==> config.mk <==
export PLATFORM = sky130hd
export DESIGN_NAME = load_store_unit
export DESIGN_NICKNAME = d
export VERILOG_FILES = /design/src/rtl/lsu_pkg.sv /design/src/rtl/lsu_align.sv /design/src/rtl/load_store_unit.sv
export SDC_FILE = /design/constraint.sdc
export NUM_CORES = 1
export LEC_CHECK = 0
export ABC_AREA = 1
export CAP_MARGIN = 20
export CORE_ASPECT_RATIO = 1.75
export CORE_MARGIN = 5
export CORE_UTILIZATION = 40
export CTS_BUF_LIST = sky130_fd_sc_hd__clkbuf_4 sky130_fd_sc_hd__clkbuf_8
export CTS_CLUSTER_SIZE = 24
export DETAILED_ROUTE_END_ITERATION = 12
export PLACE_DENSITY = 0.66
export SLEW_MARGIN = 20
export SYNTH_ARGS = -nofsm -noshare
export SYNTH_HDL_FRONTEND = slang
export SYNTH_SLANG_ARGS = --single-unit
==> constraint.sdc <==
create_clock -name clk -period 6 [get_ports clk]
set_input_delay 1.2 -clock clk [delete_from_list [all_inputs] [get_ports clk]]
set_output_delay 1.2 -clock clk [all_outputs]
set_load 0.1 [all_outputs]
==> src/rtl/lsu_pkg.sv <==
// Shared definitions for the load/store unit.
// - DataCtrl size/sign encoding, shared with the data RAM and the decoder.
// - FSM state enum.
// - Base byte-enable helper function.
package lsu_pkg;

    localparam logic [2:0] CTRL_WORD  = 3'b000;
    localparam logic [2:0] CTRL_HALF  = 3'b001;
    localparam logic [2:0] CTRL_BYTE  = 3'b010;
    localparam logic [2:0] CTRL_UHALF = 3'b101;
    localparam logic [2:0] CTRL_UBYTE = 3'b110;

    typedef enum logic [2:0] {
        ST_IDLE = 3'd0,
        ST_REQ0 = 3'd1,
        ST_RSP0 = 3'd2,
        ST_REQ1 = 3'd3,
        ST_RSP1 = 3'd4,
        ST_DONE = 3'd5
    } lsu_state_e;

    // Byte enables of an access at offset 0.
    // Unknown codes behave as word.
    function automatic logic [3:0] base_be(input logic [2:0] ctrl);
        logic [3:0] be;
        case (ctrl)
            CTRL_HALF, CTRL_UHALF: be = 4'b0011;
            CTRL_BYTE, CTRL_UBYTE: be = 4'b0001;
            default:               be = 4'b1111;
        endcase
        return be;
    endfunction

endpackage

==> src/rtl/lsu_align.sv <==
// Combinational lane alignment for the load/store unit.
// Inputs:
//   ctrl    - DataCtrl size/sign code.
//   off     - byte offset, address bits [1:0].
//   wdata   - right-justified store data.
//   rdata0  - first word read.
//   rdata1  - second word read (0 when the access is aligned).
// Outputs:
//   be8       - 8-lane byte enables over the two words.
//   wd64      - lane-aligned store data; disabled lanes are 0.
//   rdata_ext - shifted and extended load data.
module lsu_align
    import lsu_pkg::*;
(
    input  logic [2:0]  ctrl,
    input  logic [1:0]  off,
    input  logic [31:0] wdata,
    input  logic [31:0] rdata0,
    input  logic [31:0] rdata1,
    output logic [7:0]  be8,
    output logic [63:0] wd64,
    output logic [31:0] rdata_ext
);

    logic [63:0] wd_shift_s;
    logic [63:0] rd_shift_s;

    // Byte enables and masked store data across two consecutive words.
    always_comb begin
        be8        = {4'b0000, base_be(ctrl)} << off;
        wd_shift_s = {32'd0, wdata} << {off, 3'b000};
        wd64       = 64'd0;
        for (int i = 0; i < 8; i++) begin
            if (be8[i]) begin
                wd64[8*i +: 8] = wd_shift_s[8*i +: 8];
            end else begin
                wd64[8*i +: 8] = 8'h00;
            end
        end
    end

    // Bring the addressed bytes down to bit 0, then extend by size/sign.
    always_comb begin
        rd_shift_s = {rdata1, rdata0} >> {off, 3'b000};
        case (ctrl)
            CTRL_HALF:  rdata_ext = {{16{rd_shift_s[15]}}, rd_shift_s[15:0]};
            CTRL_BYTE:  rdata_ext = {{24{rd_shift_s[7]}}, rd_shift_s[7:0]};
            CTRL_UHALF: rdata_ext = {16'd0, rd_shift_s[15:0]};
            CTRL_UBYTE: rdata_ext = {24'd0, rd_shift_s[7:0]};
            default:    rdata_ext = rd_shift_s[31:0];
        endcase
    end

endmodule

==> src/rtl/load_store_unit.sv <==
// Load/store unit: the initiator side of the CPU data-memory interface.
// Accepts one load or store per req_valid/req_ready handshake.
// Issues one aligned word access, or two when the access straddles a word
// boundary, and returns a one-cycle resp_valid pulse.
// Ports:
//   clk, rst                       - clock, synchronous active-high reset.
//   req_valid/ready/we/ctrl/addr/wdata - pipeline request side.
//   resp_valid, resp_rdata         - completion pulse and extended load data.
//   mem_req/gnt/we/addr/be/wdata   - word-aligned memory access side.
//   mem_rdata                      - read data, one cycle after the grant.
module load_store_unit
    import lsu_pkg::*;
#(
    parameter int WIDTH = 32
) (
    input  logic             clk,
    input  logic             rst,
    input  logic             req_valid,
    output logic             req_ready,
    input  logic             req_we,
    input  logic [2:0]       req_ctrl,
    input  logic [WIDTH-1:0] req_addr,
    input  logic [WIDTH-1:0] req_wdata,
    output logic             resp_valid,
    output logic [WIDTH-1:0] resp_rdata,
    output logic             mem_req,
    input  logic             mem_gnt,
    output logic             mem_we,
    output logic [WIDTH-1:0] mem_addr,
    output logic [3:0]       mem_be,
    output logic [WIDTH-1:0] mem_wdata,
    input  logic [WIDTH-1:0] mem_rdata
);

    lsu_state_e  state_r;
    logic        we_r;
    logic [2:0]  ctrl_r;
    logic [1:0]  off_r;
    logic [3:0]  be_hi_r;
    logic [31:0] wd_hi_r;
    logic [31:0] rdata0_r;

    logic [2:0]  al_ctrl_s;
    logic [1:0]  al_off_s;
    logic [31:0] al_rdata0_s;
    logic [31:0] al_rdata1_s;
    logic [7:0]  be8_s;
    logic [63:0] wd64_s;
    logic [31:0] rdata_ext_s;

    assign req_ready = (state_r == ST_IDLE);

    // The aligner sees the live request while idle.
    // Once accepted, it sees the registered copy.
    always_comb begin
        if (state_r == ST_IDLE) begin
            al_ctrl_s = req_ctrl;
            al_off_s  = req_addr[1:0];
        end else begin
            al_ctrl_s = ctrl_r;
            al_off_s  = off_r;
        end
    end

    // Read words fed to the merger.
    // In RSP1 the second word arrives live and the first is held.
    // Otherwise this is a single-word response.
    always_comb begin
        if (state_r == ST_RSP1) begin
            al_rdata0_s = rdata0_r;
            al_rdata1_s = mem_rdata;
        end else begin
            al_rdata0_s = mem_rdata;
            al_rdata1_s = 32'd0;
        end
    end

    lsu_align u_align (
        .ctrl      (al_ctrl_s),
        .off       (al_off_s),
        .wdata     (req_wdata),
        .rdata0    (al_rdata0_s),
        .rdata1    (al_rdata1_s),
        .be8       (be8_s),
        .wd64      (wd64_s),
        .rdata_ext (rdata_ext_s)
    );

    // Access sequencing FSM with registered memory and response outputs.
    always_ff @(posedge clk) begin
        if (rst) begin
            state_r    <= ST_IDLE;
            we_r       <= 1'b0;
            ctrl_r     <= CTRL_WORD;
            off_r      <= 2'b00;
            be_hi_r    <= 4'b0000;
            wd_hi_r    <= 32'd0;
            rdata0_r   <= 32'd0;
            resp_valid <= 1'b0;
            resp_rdata <= 32'd0;
            mem_req    <= 1'b0;
            mem_we     <= 1'b0;
            mem_addr   <= 32'd0;
            mem_be     <= 4'b0000;
            mem_wdata  <= 32'd0;
        end else begin
            case (state_r)
                ST_IDLE: begin
                    if (req_valid) begin
                        we_r      <= req_we;
                        ctrl_r    <= req_ctrl;
                        off_r     <= req_addr[1:0];
                        // The second-word lanes are kept for a possible split access.
                        be_hi_r   <= be8_s[7:4];
                        wd_hi_r   <= wd64_s[63:32];
                        mem_req   <= 1'b1;
                        mem_we    <= req_we;
                        mem_addr  <= {req_addr[31:2], 2'b00};
                        mem_be    <= be8_s[3:0];
                        mem_wdata <= wd64_s[31:0];
                        state_r   <= ST_REQ0;
                    end else begin
                        state_r   <= ST_IDLE;
                    end
                end
                ST_REQ0: begin
                    if (mem_gnt) begin
                        mem_req <= 1'b0;
                        state_r <= ST_RSP0;
                    end else begin
                        state_r <= ST_REQ0;
                    end
                end
                ST_RSP0: begin
                    rdata0_r <= mem_rdata;
                    if (be_hi_r != 4'b0000) begin
                        mem_req   <= 1'b1;
                        mem_addr  <= mem_addr + 32'd4;
                        mem_be    <= be_hi_r;
                        mem_wdata <= wd_hi_r;
                        state_r   <= ST_REQ1;
                    end else begin
                        resp_valid <= 1'b1;
                        resp_rdata <= we_r ? 32'd0 : rdata_ext_s;
                        state_r    <= ST_DONE;
                    end
                end
                ST_REQ1: begin
                    if (mem_gnt) begin
                        mem_req <= 1'b0;
                        state_r <= ST_RSP1;
                    end else begin
                        state_r <= ST_REQ1;
                    end
                end
                ST_RSP1: begin
                    resp_valid <= 1'b1;
                    resp_rdata <= we_r ? 32'd0 : rdata_ext_s;
                    state_r    <= ST_DONE;
                end
                ST_DONE: begin
                    resp_valid <= 1'b0;
                    state_r    <= ST_IDLE;
                end
                default: begin
                    resp_valid <= 1'b0;
                    mem_req    <= 1'b0;
                    state_r    <= ST_IDLE;
                end
            endcase
        end
    end

endmodule

==> results of run 1 <==
final cells by class:
| class | count | area, µm² | area share |
|---|---|---|---|
| clock buffer | 17 | 234 | 0.0195 |
| clock inverter | 15 | 166 | 0.0138 |
| inverter | 108 | 408 | 0.0339 |
| multi-input combinational | 1137 | 5330 | 0.444 |
| sequential | 168 | 3360 | 0.280 |
| tap | 308 | 385 | 0.0321 |
| timing repair buffer | 216 | 2130 | 0.177 |
power by group:
part | switching, mW | total [mW] | internal, mW
registers | 0.101 | 1.33 | 1.23
clock network | 0.483 | 0.863 | 0.380
logic | 1.37 | 1.83 | 0.462
per-stage QoR:
stage | worst slack, ns | instance area (µm²) | std cells | utilization | hold WS (ns)
5_1_grt | 2.06 | 12000 | 1969 | 0.504 | 0.464
3_5_place_dp | 2.02 | 11600 | 1937 | 0.487 | 0.441
6_report | 2.14 | 12000 | 1969 | 0.504 | 0.452
2_1_floorplan | 3.33 | 9610 | 1513 | - | 0.425
4_1_cts | 2.12 | 12000 | 1969 | 0.504 | 0.455
3_3_place_gp | 2.00 | 11600 | 1937 | 0.487 | 0.433
cell families after synthesis:
group           after synthesis  synth area share
simple gates                737             0.325
compound gates              390             0.220
buf+inv                     208            0.0966
flops                       168             0.350
xor+xnor                      5           0.00456
fa+ha+maj                     3           0.00391
other cells                   1          0.000390
placed cells by master, fill, tap and decap left out, types with 11 or more instances in the layout:
cell,instances
nand3_1,109
o211ai_1,12
clkdlybuf4s50_1,204
o21ai_0,135
inv_1,102
clkbuf_8,17
buf_4,11
a21oi_1,199
nand3b_1,14
nor3_1,17
dfxtp_1,168
nand2_1,425
nor2_1,135
worst min-delay path by stage:
stage | from | endpoint | depth (start not counted)
floorplan | rdata0_r[11] | rdata0_r[11] | 2
global placement | rdata0_r[27] | rdata0_r[27] | 2
detailed placement | rdata0_r[29] | rdata0_r[29] | 2
CTS | rdata0_r[4] | rdata0_r[4] | 2
global route | rdata0_r[29] | rdata0_r[29] | 2
finish | rdata0_r[29] | rdata0_r[29] | 2
layer usage:
metal  share of wire  GRT usage
met1            0.32      0.242
met2            0.54      0.531
met3           0.050     0.0425
met4           0.090      0.221
met5               0          0
worst register-to-register path, delay by kind of cell (launching register included):
family | cells | cell delay, ns
compound gates | 2 | 0.26
buf+inv | 4 | 1.60
simple gates | 4 | 0.84
flops | 1 | 0.61
registers in the layout, summed over array words and instances (netlist names):
name,count
resp_rdata,32
resp_valid,1
state_r,3
off_r,2
be_hi_r,3
mem_addr,30
mem_req,1
we_r,1
mem_wdata,32
ctrl_r,3
mem_be,4
wd_hi_r,24
rdata0_r,32
==> metrics.md, run 1 <==
| Metric | Value |
|---|---|
| Final min period | `3.86 ns` |
| Crit path required time | `4.80 ns` |
| Netlist cell types | `42` |
| Seq cells post-synth | `168` |
| Peak supply drop | `0.196 mV` |
| Synth cell count leaders | `425 x nand2_1, 199 x a21oi_1, 168 x dfxtp_1, 135 x nor2_1, 135 x o21ai_0` |
| Count leader, synth | `nand2_1` |
| Clk pin slew, worst setup/hold paths | `0.09 ns` |
| CTS Buf Count | `17` |
| Clk buf depth | `2` |
| Yosys warns | `0` |
| Routability Congestion | `0.979` |
| WP depth | `4` |
| Worst min-delay path category | `reg -> reg` |
| R2R Path End | `mem_wdata[14]` |
| Initial core utilization | `0.403` |
| Syn_area_per_cell | `6.36 µm²` |
| Worst setup path category | `reg -> out` |
| Vias in the first global route | `10.4k` |
| Crit-path cells | `nor2_4, nand2_2, inv_4, clkdlybuf4s50_1` |
| Initial antenna violation count | `0` |
| Fin. max-slew vios | `0` |
| Pwr Density | `335 nW/µm²` |
| Fraction of layout cells with a size suffix above 1 | `0.0512` |
| 1st-pass router iterations | `5` |
| Die Area | `27300 µm²` |
| Largest net degree at the start of global routing | `89` |
| Post-route setup TNS | `0 ns` |
| I/O pin count | `208` |
| Normalized max-slew margin | `0.293` |
| First DRT Iteration DRCs | `588` |
| Static leakage | `4.59 nW` |
| P&R area growth vs syn | `25.1%` |
| Worst Tran Pin Value | `1.06 ns` |
| Die width | `127 µm` |
| Layout filler cell count | `2539` |
| WL per Instance | `19.7 µm` |
| CTS Sinks | `168` |
| Area contributors post-synth | `dfxtp_1 35%, nand2_1 17%, a21oi_1 10%` |
| Clock root cell | `clkbuf_8` |
| Postcts setup bufs | `0` |
| CTS tree | `done` |
| Worst-Skew Late Latency | `0.49 ns` |
| Worst Skew | `0.0103 ns` |
| Post-CTS resize count | `0` |
| FMAX | `0.259 GHz` |
| Core area | `23800 µm²` |
| Sequential fraction of the synthesis area | `0.350` |
| # setup viols final | `0` |
| # H-tree levels | `4` |
| CP max stage delay | `1.15 ns` |
| # hold bufs at CTS | `0` |
| Critical path's slowest cell | `clkdlybuf4s50_1` |
| Post-DP HPWL | `28300 µm` |
| R2R Setup Slk | `2.62 ns` |
| Cells after Synth | `1512` |
| Row cnt | `75` |
| Period utilisation layout | `0.643` |
| Post-synth top area cell | `dfxtp_1` |
| N_diodes | `0` |
| Status | `completed` |
| Die H | `215 µm` |
| GRT overflow | `0` |
| Reg2reg path depth | `10` |
| Critical path launch point | `state_r[2]` |
| Buffers on Ports | `205` |
| CP top delay family | `buffers and inverters` |
| Post-Syn Area | `9610 µm²` |
| Critical path endpoint | `req_ready` |
| Routed vias | `10.7k` |
| Vias/cell | `5.41` |
| Total Wirelength | `38800 µm` |
| CP Capture Type | `output pin` |
| Share of the synthesized area in the top cell type | `0.350` |
| Ys flop type | `dfxtp_1` |
| Gr usage total | `0.275` |
| Worst R2R Start | `state_r[2]` |
| Max Cap Violations | `0` |
| Power Total | `4.03 mW` |
| CP Max Fanout | `11` |
| First-pass GRT wire length | `57400 µm` |
| Worst endpoint data arrival time | `2.66 ns` |
| Fin. Hold Viols | `0` |
| Crit path launch type | `flip-flop` |
| Post-DRT Antenna Nets | `0` |
| RSZ-0062 raised after global routing | `false` |
| Worst path bufs/invs | `2` |
| Post-synth EDFFs | `0` |
| Final nets | `1755` |
| Drt drc | `0` |
| Ys async rst share | `0` |
No activity file was read; power rests on OpenSTA's default activity.
==> inputs of run 2 (changes only) <==
--- a/config.mk
+++ b/config.mk
@@ -13,7 +13,7 @@
 export CTS_BUF_LIST = sky130_fd_sc_hd__clkbuf_4 sky130_fd_sc_hd__clkbuf_8
 export CTS_CLUSTER_SIZE = 24
 export DETAILED_ROUTE_END_ITERATION = 12
-export PLACE_DENSITY = 0.66
+export PLACE_DENSITY = 0.69
 export SLEW_MARGIN = 20
 export SYNTH_ARGS = -nofsm -noshare
 export SYNTH_HDL_FRONTEND = slang
==> constraint.sdc (replaced) <==
create_clock -name clk -period 3.2 [get_ports clk]
set_input_delay 0.64 -clock clk [delete_from_list [all_inputs] [get_ports clk]]
set_output_delay 0.64 -clock clk [all_outputs]
set_load 0.1 [all_outputs]
==> metrics.md, run 2 (same netlist as run 1, synthesis figures left out) <==
| Metric | Value |
|---|---|
| Worst setup path category | `reg -> reg` |
| 1st-pass router iterations | `6` |
| Largest regs | `mem_wdata (32), rdata0_r (32), resp_rdata (32)` |
| Drt drc | `0` |
| Layout filler cell count | `2470` |
| Die Area | `27300 µm²` |
| Vias/cell | `5.34` |
| Worst min-delay path category | `reg -> reg` |
| First-pass GRT wire length | `53500 µm` |
| # hold bufs at CTS | `0` |
| Die H | `215 µm` |
| CTS Buf Count | `17` |
| Routed vias | `10.6k` |
| Crit-path cells | `inv_2, nand2_2, o21ai_0, ha_1, inv_1, nor2_2, buf_4, nand3_1, nand2_1, a21oi_1, nand2_1, a21oi_1` |
| Core area | `23800 µm²` |
| CTS tree | `done` |
| Most common cell after layout, fill and taps aside | `nand2_1` |
| Period utilisation layout | `0.801` |
| Routability Congestion | `0.915` |
| Largest net degree at the start of global routing | `89` |
| Post-DP HPWL | `24000 µm` |
| Critical path's slowest cell | `dfxtp_1` |
| Worst Skew | `0.0133 ns` |
| Worst-Skew Late Latency | `0.49 ns` |
| CP Max Fanout | `14` |
| Buffers on Ports | `205` |
| Final worst slack | `0.636 ns` |
| Die width | `127 µm` |
| Crit path required time | `3.53 ns` |
| Post-DRT Antenna Nets | `0` |
| Total Wirelength | `34100 µm` |
| First DRT Iteration DRCs | `788` |
| Fin. max-slew vios | `0` |
| Static leakage | `4.86 nW` |
| I/O pin count | `208` |
| Gr busiest metal | `met2` |
| # setup viols final | `0` |
| Fraction of layout cells with a size suffix above 1 | `0.118` |
| Pwr Density | `640 nW/µm²` |
| Clk buf depth | `2` |
| Worst path bufs/invs | `3` |
| Grt met3 use | `0.0425` |
| Status | `completed` |
| Final min period | `2.56 ns` |
| Initial antenna violation count | `0` |
| Final nets | `1767` |
| Postcts setup bufs | `0` |
| Hold WS | `0.449 ns` |
| Worst Tran Pin Value | `1.06 ns` |
| Highest-count cells in the layout ignoring fill and taps | `424 x nand2_1, 199 x a21oi_1, 168 x dfxtp_1, 135 x o21ai_0, 135 x nor2_1` |
| Peak supply drop | `0.416 mV` |
| Worst endpoint data arrival time | `2.89 ns` |
| Gr usage total | `0.245` |
| Vias in the first global route | `9996` |
| Clock root cell | `clkbuf_8` |
| CP Capture Type | `flip-flop` |
| Initial core utilization | `0.403` |
| CP max stage delay | `0.50 ns` |
| Post-route setup TNS | `0 ns` |
| Post-CTS resize count | `0` |
| Max Cap Violations | `0` |
| Normalized max-slew margin | `0.291` |
| CTS Sinks | `168` |
| Met1 Use GR | `0.287` |
| Pre-CTS WS | `0.416 ns` |
| FMAX | `0.390 GHz` |
| Row cnt | `75` |
| Power Total | `7.64 mW` |
| R2R Setup Slk | `0.64 ns` |
| RSZ-0062 raised after global routing | `false` |
| # H-tree levels | `4` |
| CP top delay family | `simple AND/OR/NAND/NOR gates` |
| N_diodes | `0` |
| Clk pin slew, worst setup/hold paths | `0.09 ns` |
| Met2 Usage GRT | `0.424` |
| GRT overflow | `0` |
| Fin. Hold Viols | `0` |
| P&R area growth vs syn | `24.2%` |
| Crit path launch type | `flip-flop` |
| WL per Instance | `17.2 µm` |
## run 2: cell types whose count changed in the layout (fill, tap and decap cells not counted), moves of 3 or more
cell             delta
bufinv_16           +3
clkdlybuf4s50_1   -102
buf_4             +112
inv_6               -4
## run 2: final timing paths
path	end	depth (start not counted)	startpoint
worst max register to register	resp_rdata[28]	12	state_r[1]
worst min-delay path	rdata0_r[28]	2	rdata0_r[28]
worst max-delay path	resp_rdata[28]	12	state_r[1]
worst min register to register	rdata0_r[28]	2	rdata0_r[28]
## run 2: area by class of cell
class	count	area, µm²	area share
flip-flops and latches	168	3360	0.282
repair buffers	228	1990	0.167
multi-input cells	1137	5330	0.447
clock buffers	19	262	0.0219
clock inverters	11	196	0.0165
inverters	108	408	0.0342
well taps	308	385	0.0323
## run 2: metrics by stage
stage | area, µm² | instances | utilization
final | 11900 | 1979 | 0.501
after global routing | 11900 | 1979 | 0.501
after CTS | 11900 | 1979 | 0.501
after detailed placement | 11500 | 1949 | 0.482
after global placement | 11500 | 1949 | 0.482
after floorplan | 9610 | 1513 | -
## run 2: power by group
group	internal, mW	leakage [nW]	switching (mW)
sequential	2.30	1.37	0.178
combinational	0.853	3.26	2.51
clock	0.964	0.224	0.825
## run 2: tightest hold or removal path: stages, from the launching register on
cell and delay [ns]:
dfxtp_1 0.30, inv_1 0.05, a21oi_1 0.05
## run 2: layer usage
metal / part of all wire / vias to the layer above
li1: - / 5264
met4: 0.050 / 0
met3: 0.064 / 81
met5: 0 / -
met1: 0.39 / 4805
met2: 0.50 / 415
==> edit 1 (settings of run 2) <==
Reset style: asynchronous (`rst`), changed in one clocked block. Comments in the files are not updated.
--- a/src/rtl/load_store_unit.sv
+++ b/src/rtl/load_store_unit.sv
@@ -88,5 +88,5 @@
 
     // Access sequencing FSM with registered memory and response outputs.
-    always_ff @(posedge clk) begin
+    always_ff @(posedge clk or posedge rst) begin
         if (rst) begin
             state_r    <= ST_IDLE;
Check against the original RTL: differs if rst is asserted again (counterexample within 4 cycles, from zero or initial values and one cycle with rst high); with rst held inactive, the same outputs for 4 cycles.
==> edit 1 against run 2 <==
  * Synthesized area up 4.7%
  * Routed wire length is 4.2% higher
  * Synthesized cell count down 2.1%
  * Final area is 4.6% higher
  * Worst setup slack worse by 0.29 ns
  * Critical endpoint is now wd_hi_r[16]
  * Die area up 4.4%
  * Sequential cell count is the same
  * Non-clock buffer count rose by 4
Power is not shown: default switching activity piles up to over one toggle a cycle in this logic, so the estimate is an artifact.
==> edit 1: results (changes against run 2) <==
| Metric | Value |
|---|---|
| Async S/R FF share, synth | 100% (+100 points) |
| Vias in the first global route | 10360 (+3.6%) |
| Post-DP HPWL | 26100 um (+8.5%) |
| Synth Area per Inst | 6.80 um^2 (+7.0%) |
| Synth area leaders | dfrtp_1 42%, nand2_1 19%, nand3_1 7.3%, o21ai_0 7.0%, a21oi_1 4.3% |
| Vias | 10560 (-0.047%) |
| Initial DRC Count | 856 (+8.6%) |
| Largest net degree at the start of global routing | 109 (+22%) |
| Status | finished, final reports clean |
| Met3 WL | 1720 um (-21%) |
| # placed instances | 1937 (-0.62%) |
| WL per Instance | 18.0 um (+4.6%) |
| Xor/xnor cell area share of the yosys netlist | 0.174% (-0.28 points) |
| Met1 Wirelength | 12600 um (-4.7%) |
| Setup slack, reg-to-reg | 0.34 ns (-0.29 ns) |
| Placed cell areas | 12100 um^2 (+5.2%) |
| Slowest cell on the critical path | dfrtp_1 |
| Initial DRT Pass Iterations | 5 (-1) |
| Fill count | 2586 (+4.7%) |
| # nets final | 1751 (-0.91%) |
| Final core occ | 50.5% (+0.41 points) |
| Adder-cell area share of the yosys netlist | 0.373% (-0.018 points) |
| Share of layout cells above drive strength 1 | 11.8% (-0.081 points) |
| First-pass GRT wire length | 54900 um (+2.6%) |
| Met2 WL | 18300 um (+7.4%) |
## edit 1: how the worst min path moves through the flow
stage / cells after the start / slack, ns / start / to
final: 2 / 0.48 / ctrl_r[0] / ctrl_r[0]
after global routing: 2 / 0.51 / resp_rdata[10] / resp_rdata[10]
after CTS: 2 / 0.48 / ctrl_r[0] / ctrl_r[0]
after global placement: 2 / 0.46 / ctrl_r[0] / ctrl_r[0]
after floorplan: 2 / 0.44 / ctrl_r[0] / ctrl_r[0]
after detailed placement: 2 / 0.46 / ctrl_r[0] / ctrl_r[0]
## edit 1: tightest hold or removal path, stage by stage, from the launching register on
cell and delay, ns:
dfrtp_1 0.34, nand2_1 0.05, nand2_1 0.05
## edit 1: area by class of cell
cell class                 instances  share of cell area, %
antenna                            2                 0.0401
multi-input combinational       1102                   39.7
timing repair buffer             232                   16.4
sequential                       168                   33.7
inverter                         123                   3.73
tap                              312                   3.13
clock buffer                      21                   2.27
clock inverter                    11                  0.982
## edit 1: logic make-up after synthesis
group	count (synthesis)
simple gates	806
compound gates	289
buf+inv	211
flops	168
fa+ha+maj	3
xor+xnor	2
other cells	1
## edit 1: per-stage QoR
| step | hold WS (ns) | setup WS, ns |
|---|---|---|
| 3_3_place_gp | 0.456 | 0.348 |
| 4_1_cts | 0.480 | 0.318 |
| 3_5_place_dp | 0.457 | 0.336 |
| 6_report | 0.480 | 0.344 |
| 2_1_floorplan | 0.441 | 0.271 |
| 5_1_grt | 0.510 | 0.0433 |
## edit 1: layer usage
metal,vias up,global-route usage [%]
met5,-,0
met4,0,19.7
met1,4895,26.5
met2,416,44.0
li1,5107,-
met3,142,3.25
==> edit 2 (flow settings as in run 2) <==
Made on the original files. Encoding of `lsu_state_e`: now one-hot (6 bits for 6 states).
--- a/src/rtl/lsu_pkg.sv
+++ b/src/rtl/lsu_pkg.sv
@@ -11,11 +11,11 @@
     localparam logic [2:0] CTRL_UBYTE = 3'b110;
 
-    typedef enum logic [2:0] {
-        ST_IDLE = 3'd0,
-        ST_REQ0 = 3'd1,
-        ST_RSP0 = 3'd2,
-        ST_REQ1 = 3'd3,
-        ST_RSP1 = 3'd4,
-        ST_DONE = 3'd5
+    typedef enum logic [5:0] {
+        ST_IDLE = 6'b000001,
+        ST_REQ0 = 6'b000010,
+        ST_RSP0 = 6'b000100,
+        ST_REQ1 = 6'b001000,
+        ST_RSP1 = 6'b010000,
+        ST_DONE = 6'b100000
     } lsu_state_e;
 
Behaviour: no difference found for any inputs over 4 cycles, from zero or initial values and one cycle with rst high; so few cycles prove little.
==> edit 2 against run 2 <==
  * Hold slack improved by 0.0043 ns
  * Final area rose by 3.8%
  * Sequential cell count rose by 3
  * Worst setup slack got worse by 0.20 ns
  * Routed wire length rose by 15%
  * Synthesized area rose by 3.3%
  * Critical path type unchanged
  * Die area rose by 3.1%
  * Power fell by 4.3%
  * Cell count rose by 3.6%
  * Clock skew rose by 0.0042 ns
  * Largest cell class unchanged
==> edit 2: results (changes against run 2) <==
| Metric | Value |
|---|---|
| Largest net degree at the start of global routing | 88 (-1.1%) |
| Register clock-pin slew on the reported worst setup and hold paths | 0.10 ns |
| Share of layout cells above drive strength 1 | 12.7% (+0.80 points) |
| Initial DRT Pass Iterations | 5 (-1) |
| Synth Area per Inst | 6.29 um^2 (-0.95%) |
| Synth warn | 0 (unchanged) |
| Vias in the first global route | 10893 (+9.0%) |
| Vias | 11213 (+6.1%) |
| Longest Clk Path Bufs | 2 (unchanged) |
| Peak VDD IR | 621 uV (+49%) |
| Routed WL | 39200 um (+15%) |
| Placed cell areas | 12000 um^2 (+4.5%) |
| # placed instances | 2020 (+3.6%) |
| Port Buf Inserts | 205 (unchanged) |
| EDFF count, synth | 0 (unchanged) |
| CTS Buf Count | 17 (unchanged) |
| Vias per std cell | 5.47 (+2.4%) |
| First-pass GRT wire length | 59500 um (+11%) |
| Status | finished, final reports clean |
| Later-pin clock latency in the skew report | 0.49 ns (about the same) |
| Ant diodes | 0 (unchanged) |
| Register area share after synthesis | 34.5% (-0.52 points) |
| Arrival time worst endpoint | 3.10 ns (+0.21 ns) |
| Pleak | 5.31 nW (+9.3%) |
| Post-synth cell types | 39 (-7.1%) |
| Layout Skew | 0.0175 ns (+0.00421 ns) |
| Final ANT Viol Nets | 0 (unchanged) |
| Met1 Wirelength | 13200 um (-0.27%) |
| Met2 WL | 20200 um (+19%) |
| Met3 WL | 2090 um (-3.5%) |
| Relative slew slack | 36.2% (+7.1 points) |
| Slowest cell on the critical path | buf_4 |
| All-Layer GR Usage | 27.5% (+2.9 points) |
| Post-DP HPWL | 29300 um (+22%) |
| Top flop regs | mem_wdata (32), rdata0_r (32), resp_rdata (32) |
| Clock root cell | clkbuf_8 |
| Synth area leaders | dfxtp_1 34%, nand2_1 18%, a21oi_1 8.7%, o21ai_0 6.2%, nand3_1 6.1% |
| Worst-path maximum fanout | 61 (+47) |
| # nets final | 1834 (+3.8%) |
| Critical Path Max Stage Delay | 0.44 ns (-0.06 ns) |
| Initial DRC Count | 624 (-21%) |
| Synth cell count leaders | 465 x nand2_1, 172 x a21oi_1, 171 x dfxtp_1, 123 x inv_1, 123 x o21ai_0 |
| H-tree depth | 4 (unchanged) |
| Tightest Hold Check Type | reg -> reg |
| Worst path top cell family by delay | simple AND/OR/NAND/NOR gates |
| Top Metal Used | met4 |
| Post-CTS Resized | 0 (unchanged) |
| RePlAce Congestion | 0.989 (+8.0%) |
-- edit 2: cell count changes after synthesis, moves of 19 or more --
cell,change
or2_2,+22
a21oi_1,-27
clkbuf_1,+19
nor2_1,-43
inv_1,+20
nand2_1,+40
nand4_1,+45
-- edit 2: path summary, 6_finish.rpt --
path,start,end,slack [ns],depth (start not counted)
worst min-delay path,rdata0_r[11],rdata0_r[11],0.45,2
worst min register to register,rdata0_r[11],rdata0_r[11],0.45,2
worst max register to register,state_r[2],resp_rdata[19],0.44,12
worst max-delay path,state_r[2],resp_rdata[19],0.44,12
-- edit 2: through the flow --
stage | worst slack (ns) | hold slack [ns]
global placement | 0.352 | 0.433
finish | 0.439 | 0.453
floorplan | 0.658 | 0.425
detailed placement | 0.336 | 0.441
CTS | 0.482 | 0.455
global route | 0.317 | 0.479
-- edit 2: per-layer routing --
metal | track usage (%) | vias up
li1 | - | 5496
met3 | 3.86 | 135
met2 | 49.2 | 465
met5 | 0 | -
met4 | 23.4 | 0
met1 | 27.1 | 5117
-- edit 2: kinds of logic (layout without fill, tap and decap cells) --
kind of cell               after synthesis  after routing  share of synthesized area (%)
other                                    1              2                         0.0378
adders and majority gates                3              3                          0.378
DFF                                    171            171                           34.5
and+or+nand+nor                        791            791                           34.6
xor gates and xnor gates                 5              5                          0.441
buffers and inverters                  236            397                           9.62
AOI/OAI and AO/OA                      369            369                           20.4
muxes                                    1              1                          0.101
-- edit 2: area by class of cell --
class                   count  area (um^2)
well taps                 312          390
flip-flops and latches    171         3420
fillers                  2544        12100
inverters                 129          484
multi-input cells        1171         5560
clock buffers              20          263
repair buffers            237         2130
clock inverters            11          138
-- edit 2: report_power, final --
group | switching (mW) | internal, mW
clock | 0.854 | 0.742
combinational | 2.38 | 0.863
sequential | 0.166 | 2.31
